===== config.mk =====
export PLATFORM = sky130hd
export DESIGN_NAME = alu_core
export DESIGN_NICKNAME = d
export VERILOG_FILES = /design/src/rtl/alu_pkg.sv /design/src/rtl/alu_addsub.sv /design/src/rtl/alu_core.sv
export SDC_FILE = /design/constraint.sdc
export NUM_CORES = 1
export LEC_CHECK = 0
export CORE_UTILIZATION = 36
export CTS_BUF_LIST = sky130_fd_sc_hd__clkbuf_4 sky130_fd_sc_hd__clkbuf_8 sky130_fd_sc_hd__clkbuf_16
export CTS_CLUSTER_SIZE = 28
export DETAILED_ROUTE_END_ITERATION = 10
export PLACE_DENSITY = 0.67
export SYNTH_ARGS = -nofsm -noshare
export SYNTH_HDL_FRONTEND = slang
export SYNTH_SLANG_ARGS = --single-unit
export TNS_END_PERCENT = 20

===== constraint.sdc =====
create_clock -name clk -period 0.8 [get_ports clk]
set_clock_uncertainty 0.2 [all_clocks]
set_input_delay 0.24 -clock clk [delete_from_list [all_inputs] [get_ports clk]]
set_output_delay 0.24 -clock clk [all_outputs]
set_load 0.03 [all_outputs]

===== src/rtl/alu_pkg.sv =====
// Shared definitions for the registered ALU: operation encoding
// and status flag bit positions within the 4-bit status word.
package alu_pkg;

   typedef enum logic [3:0] {
      OP_ADD = 4'd0,
      OP_ADC = 4'd1,
      OP_SUB = 4'd2,
      OP_SBC = 4'd3,
      OP_AND = 4'd4,
      OP_OR  = 4'd5,
      OP_XOR = 4'd6,
      OP_NOT = 4'd7,
      OP_INC = 4'd8,
      OP_DEC = 4'd9,
      OP_CMP = 4'd10,
      OP_SHL = 4'd11,
      OP_SHR = 4'd12,
      OP_ASR = 4'd13,
      OP_ROL = 4'd14,
      OP_ROR = 4'd15
   } op_e;

   localparam int FLG_C = 0;
   localparam int FLG_Z = 1;
   localparam int FLG_N = 2;
   localparam int FLG_V = 3;

endpackage


===== src/rtl/alu_addsub.sv =====
// Shared adder/subtractor: sum, carry (or borrow when sub=1), overflow.
// Ports: x, y operands; ci carry/borrow-in; sub selects x-y; sum, c, v.
module alu_addsub #(
   parameter int WIDTH = 8
) (
   input  logic [WIDTH-1:0] x,
   input  logic [WIDTH-1:0] y,
   input  logic             ci,
   input  logic             sub,
   output logic [WIDTH-1:0] sum,
   output logic             c,
   output logic             v
);

   logic [WIDTH-1:0] ye;
   logic [WIDTH:0]   full;

   // Subtract as x + ~y + ~borrow; carry-out inverted is the borrow.
   assign ye   = sub ? ~y : y;
   assign full = {1'b0, x} + {1'b0, ye}
               + {{WIDTH{1'b0}}, ci ^ sub};
   assign sum  = full[WIDTH-1:0];
   assign c    = full[WIDTH] ^ sub;
   assign v    = (x[WIDTH-1] == ye[WIDTH-1])
               && (sum[WIDTH-1] != x[WIDTH-1]);

endmodule


===== src/rtl/alu_core.sv =====
// Registered 16-op ALU: result and C/Z/N/V one clock after sampling.
// Ports: clk, rst_n (async low); a, b, s_in, op in; s_c/s_z/s_n/s_v,
// result out. Define ALU_SAT_EN for signed saturation of ADD..SBC.
module alu_core
   import alu_pkg::*;
#(
   parameter int WIDTH = 8
) (
   input  logic             clk,
   input  logic             rst_n,
   input  logic [WIDTH-1:0] a,
   input  logic [WIDTH-1:0] b,
   input  logic [3:0]       s_in,
   input  logic [3:0]       op,
   output logic             s_c,
   output logic             s_z,
   output logic             s_n,
   output logic             s_v,
   output logic [WIDTH-1:0] result
);

   localparam logic [WIDTH-1:0] ONE =
      {{(WIDTH-1){1'b0}}, 1'b1};

   op_e              opc;
   logic             cin;
   logic [WIDTH-1:0] as_y;
   logic             as_ci;
   logic             as_sub;
   logic [WIDTH-1:0] as_sum;
   logic             as_c;
   logic             as_v;

   logic [WIDTH-1:0] res_d;
   logic [WIDTH-1:0] zn_src;
   logic             c_d;
   logic             v_d;

   logic             unused_flags;

   assign opc          = op_e'(op);
   assign cin          = s_in[FLG_C];
   assign unused_flags = ^{s_in[FLG_Z], s_in[FLG_N]};

   always_comb begin
      as_y   = b;
      as_ci  = 1'b0;
      as_sub = 1'b0;
      unique case (opc)
         OP_ADC: as_ci = cin;
         OP_SUB: as_sub = 1'b1;
         OP_SBC: begin
            as_sub = 1'b1;
            as_ci  = cin;
         end
         OP_INC: as_y = ONE;
         OP_DEC: begin
            as_y   = ONE;
            as_sub = 1'b1;
         end
         OP_CMP: as_sub = 1'b1;
         default: ;
      endcase
   end

   alu_addsub #(.WIDTH(WIDTH)) u_addsub (
      .x   (a),
      .y   (as_y),
      .ci  (as_ci),
      .sub (as_sub),
      .sum (as_sum),
      .c   (as_c),
      .v   (as_v)
   );

   always_comb begin
      res_d = as_sum;
      c_d   = as_c;
      v_d   = as_v;
      unique case (opc)
         OP_ADD, OP_ADC, OP_SUB, OP_SBC: begin
`ifdef ALU_SAT_EN
            // Overflow direction follows the sign of a.
            if (as_v)
               res_d = a[WIDTH-1]
                     ? {1'b1, {(WIDTH-1){1'b0}}}
                     : {1'b0, {(WIDTH-1){1'b1}}};
`endif
         end
         OP_INC, OP_DEC: ;
         OP_CMP: res_d = a;
         OP_AND: begin
            res_d = a & b;
            c_d   = cin;
            v_d   = s_in[FLG_V];
         end
         OP_OR: begin
            res_d = a | b;
            c_d   = cin;
            v_d   = s_in[FLG_V];
         end
         OP_XOR: begin
            res_d = a ^ b;
            c_d   = cin;
            v_d   = s_in[FLG_V];
         end
         OP_NOT: begin
            res_d = ~a;
            c_d   = cin;
            v_d   = s_in[FLG_V];
         end
         OP_SHL: begin
            res_d = {a[WIDTH-2:0], 1'b0};
            c_d   = a[WIDTH-1];
         end
         OP_SHR: begin
            res_d = {1'b0, a[WIDTH-1:1]};
            c_d   = a[0];
         end
         OP_ASR: begin
            res_d = {a[WIDTH-1], a[WIDTH-1:1]};
            c_d   = a[0];
         end
         OP_ROL: begin
            res_d = {a[WIDTH-2:0], cin};
            c_d   = a[WIDTH-1];
         end
         OP_ROR: begin
            res_d = {cin, a[WIDTH-1:1]};
            c_d   = a[0];
         end
         default: ;
      endcase
      if (opc inside {OP_SHL, OP_SHR, OP_ASR,
                      OP_ROL, OP_ROR})
         v_d = res_d[WIDTH-1] ^ a[WIDTH-1];
   end

   // CMP keeps a as result but reports Z/N of the difference.
   assign zn_src = (opc == OP_CMP) ? as_sum : res_d;

   always_ff @(posedge clk or negedge rst_n) begin
      if (!rst_n) begin
         result <= '0;
         s_c    <= 1'b0;
         s_z    <= 1'b0;
         s_n    <= 1'b0;
         s_v    <= 1'b0;
      end else begin
         result <= res_d;
         s_c    <= c_d;
         s_z    <= (zn_src == '0);
         s_n    <= zn_src[WIDTH-1];
         s_v    <= v_d;
      end
   end

endmodule


==> results.sh <==
export IMPL_worstPathMaxFanout=4
export IMPL_grt_antenna_before_repair=0
export IMPL_p_int_mw=2.34
export IMPL_fillers=506
export IMPL_path_cells="buf_8 -> buf_6 -> o21ai_4 -> xor2_1 -> nor2_1 -> fa_2 -> inv_2 -> fa_2 -> nor2b_2 -> o31a_1 -> o21ai_1 -> nand2b_1 -> xnor2_2 -> nand3_2 -> a211oi_2"
export IMPL_crit_slowest_cell="fa_2"
export IMPL_power_leakage_nw=1.55
export IMPL_routedWlPerCell_um=15.0
export IMPL_drtAntennaViolNets=0
export IMPL_grt_setup_unrepaired="true"
export IMPL_stdcell_count=463
export IMPL_vias=2500
export IMPL_first_iter_violations=190
export IMPL_tightest_slew_ns=0.405
export IMPL_period_minus_slack_ns=2.73
export IMPL_yosys_top_cells_count="nand2_1, inv_1, o21ai_0"
export IMPL_swShare_pct=38.9
export IMPL_max_freq_ghz=0.367
export IMPL_synth_nets=324
export IMPL_netSwitchingPower_mw=1.49
export IMPL_dr_pass1_iters=4
export IMPL_worst_ep_arrival_time_ns=2.68
export IMPL_syn_to_final_growth_pct=62.1
export IMPL_pin_count=38
export IMPL_cts_tree="done"
export IMPL_crit_start="op[3]"
export IMPL_clockPowerShare_pct=13.3
export IMPL_synth_area_leaders="dfrtp_1, ha_1, o21ai_0, nand2_1, inv_1"
export IMPL_required_ns=0.75
export IMPL_fp_dieW_um=77.5
export IMPL_portBuffers=35
export IMPL_fin_ws_ns=-1.93
export IMPL_drive_above_1_share_pct=39.6
export IMPL_yosysMostFrequentCell="nand2_1"
export IMPL_grt_pass1_wl_um=11700
export IMPL_core_mm2=0.00551
export IMPL_drv_cap=0
export IMPL_synth_warnings=0
export IMPL_combPwrFrac_pct=67.2
export IMPL_clockBufferDepth=2
export IMPL_cts_root_buf="clkbuf_8"
export IMPL_relSlewSlack_pct=72.3
export IMPL_cellPowerDensity_mw_per_mm2=1150
export IMPL_drc=0
export IMPL_critPathMaxStageDelay_ns=0.40
export IMPL_hpwlAfterDp_um=5590
export IMPL_syn_area_per_cell_um2=7.53
export IMPL_post_route_period_util_pct=341
export IMPL_hp_class="primary input to async pin"
export IMPL_ys_seq_elements=12
export IMPL_grt_max_degree=24
export IMPL_end_kind="register"
export IMPL_cts_clk_slew_worst_paths_ns=0.04
export IMPL_gr_total_overflow=0
export IMPL_status="complete, but fails checks"
export IMPL_cts_buffers=3
export IMPL_seqPwrFrac_pct=19.6
export IMPL_violations="negative setup slack"
export IMPL_syn_area_mm2=0.00205
export IMPL_seq_area_frac_synth_pct=14.6
export IMPL_die_h_um=77.5
export IMPL_core_rowCount=27
export IMPL_yosysTopAreaCellShare_pct=14.6
export IMPL_die_area_mm2=0.00601
export IMPL_cp_start_kind="primary input"
export IMPL_fin_area_mm2=0.00333
export IMPL_synth_edf_count=0
export IMPL_wl_um=6930
export IMPL_initial_core_util_pct=37.3
export IMPL_grt_pass1_vias=2480
export IMPL_synthCells=273
export IMPL_placed_cell_area_mm2=0.00307
export IMPL_synthFlopType="dfrtp_1"
export IMPL_synth_async_reset_ratio_pct=100
export IMPL_diodes=0
export IMPL_htree_levels=1
export IMPL_final_hold_viol_count=0
export IMPL_ir_drop_mv=0.959
export IMPL_synth_cell_types=64
export IMPL_drv_slew=0
export IMPL_synth_top_area_cell="dfrtp_1"
export IMPL_place_congestion=0.869
export IMPL_nNetsFinal=444
export IMPL_grt_usage_pct=24.4
export IMPL_vias_per_cell=5.40
export IMPL_cpMostUsedCell="fa_2"
export IMPL_place_inst=451
export IMPL_cts_sinks=12
export IMPL_setup_violations=24
export IMPL_criticalPathCategory="primary input to register"
## cells by family after synthesis
logic type,count (synthesis),share of synthesized area [%]
flops,12,14.6
mux,4,2.80
buf+inv,42,9.99
simple gates,80,18.9
xor+xnor,7,2.98
compound gates,103,34.7
fa+ha+maj,25,16.0
## per-layer routing
layer	up-vias	part of all wire, %	GRT usage (%)
li1	1235	-	-
met1	1168	44	31.4
met2	83	49	42.7
met3	14	5.0	1.18
met4	0	2.6	9.25
met5	-	0	0
## sequential cells by signal, indices dropped and copies added (netlist names)
signal and count:
s_v 1, s_n 1, s_c 1, s_z 1
result 8
## power groups by stage
stage / sequential, mW / clock (mW) / combinational [mW]
CTS: 0.753 / 0.531 / 2.49
detailed placement: 0.743 / 0 / 2.28
global placement: 0.738 / 0 / 2.25
global route: 0.755 / 0.570 / 2.78
finish: 0.750 / 0.509 / 2.58
floorplan: 0.947 / 0 / 1.02
## timing repair
action / in CTS / in global routing
pin swaps: 24 / 14
resized for setup: 63 / 9
buffers inserted: 8 / 1
setup endpoints to repair: 24 / 24
hold buffers: 0 / 0
## critical path: cells and delay by family
| family | cells | cell delay, ns |
|---|---|---|
| xor+xnor | 2 | 0.43 |
| compound gates | 4 | 0.76 |
| fa+ha+maj | 2 | 0.60 |
| simple gates | 4 | 0.36 |
| buf+inv | 3 | 0.27 |
## layout by cell type (no fill, tap or decap), drive strengths merged, types with 4 or more instances in the layout
cell type | Yosys | routed
a21oi | 15 | 15
ha | 23 | 23
o21ai | 28 | 28
buf | 14 | 113
nor3 | 5 | 5
a211oi | 5 | 5
o22ai | 4 | 4
nor2 | 20 | 20
nand2 | 29 | 29
o21a | 4 | 4
inv | 26 | 26
o211ai | 7 | 7
nor2b | 5 | 5
dfrtp | 12 | 12
a22oi | 5 | 5
dlygate4sd2 | 0 | 5
clkdlybuf4s50 | 0 | 13
nand2b | 4 | 4
xor2 | 5 | 5
## area by class of cell
| cell class | instances | area (um^2) | area share [%] |
|---|---|---|---|
| multi-input cells | 219 | 1690 | 50.8 |
| repair buffers | 131 | 1100 | 33.2 |
| flip-flops and latches | 12 | 300 | 9.02 |
| inverters | 26 | 100 | 3.01 |
| well taps | 72 | 90.1 | 2.71 |
| clock buffers | 3 | 41.3 | 1.24 |
## metrics by stage
stage	power (mW)	setup TNS [ns]	hold slack (ns)	setup slack, ns	utilization, %
final	3.84	-23.90	0.137	-1.93	60.5
after global routing	4.10	-25.30	0.133	-2.04	60.5
after CTS	3.77	-23.77	0.136	-1.94	59.6
after detailed placement	3.02	-31.27	0.381	-2.70	55.8
after global placement	2.98	-30.96	0.381	-2.68	55.8
after floorplan	1.97	-22.62	-0.256	-2.13	-
## worst max path at each step
stage | slack (ns) | endpoint
4_1_cts | -1.94 | s_z
3_3_place_gp | -2.68 | s_c
5_1_grt | -2.04 | s_z
2_1_floorplan | -2.13 | s_z
6_report | -1.93 | s_z
3_5_place_dp | -2.70 | s_c
No activity file was read; power rests on OpenSTA's default activity.
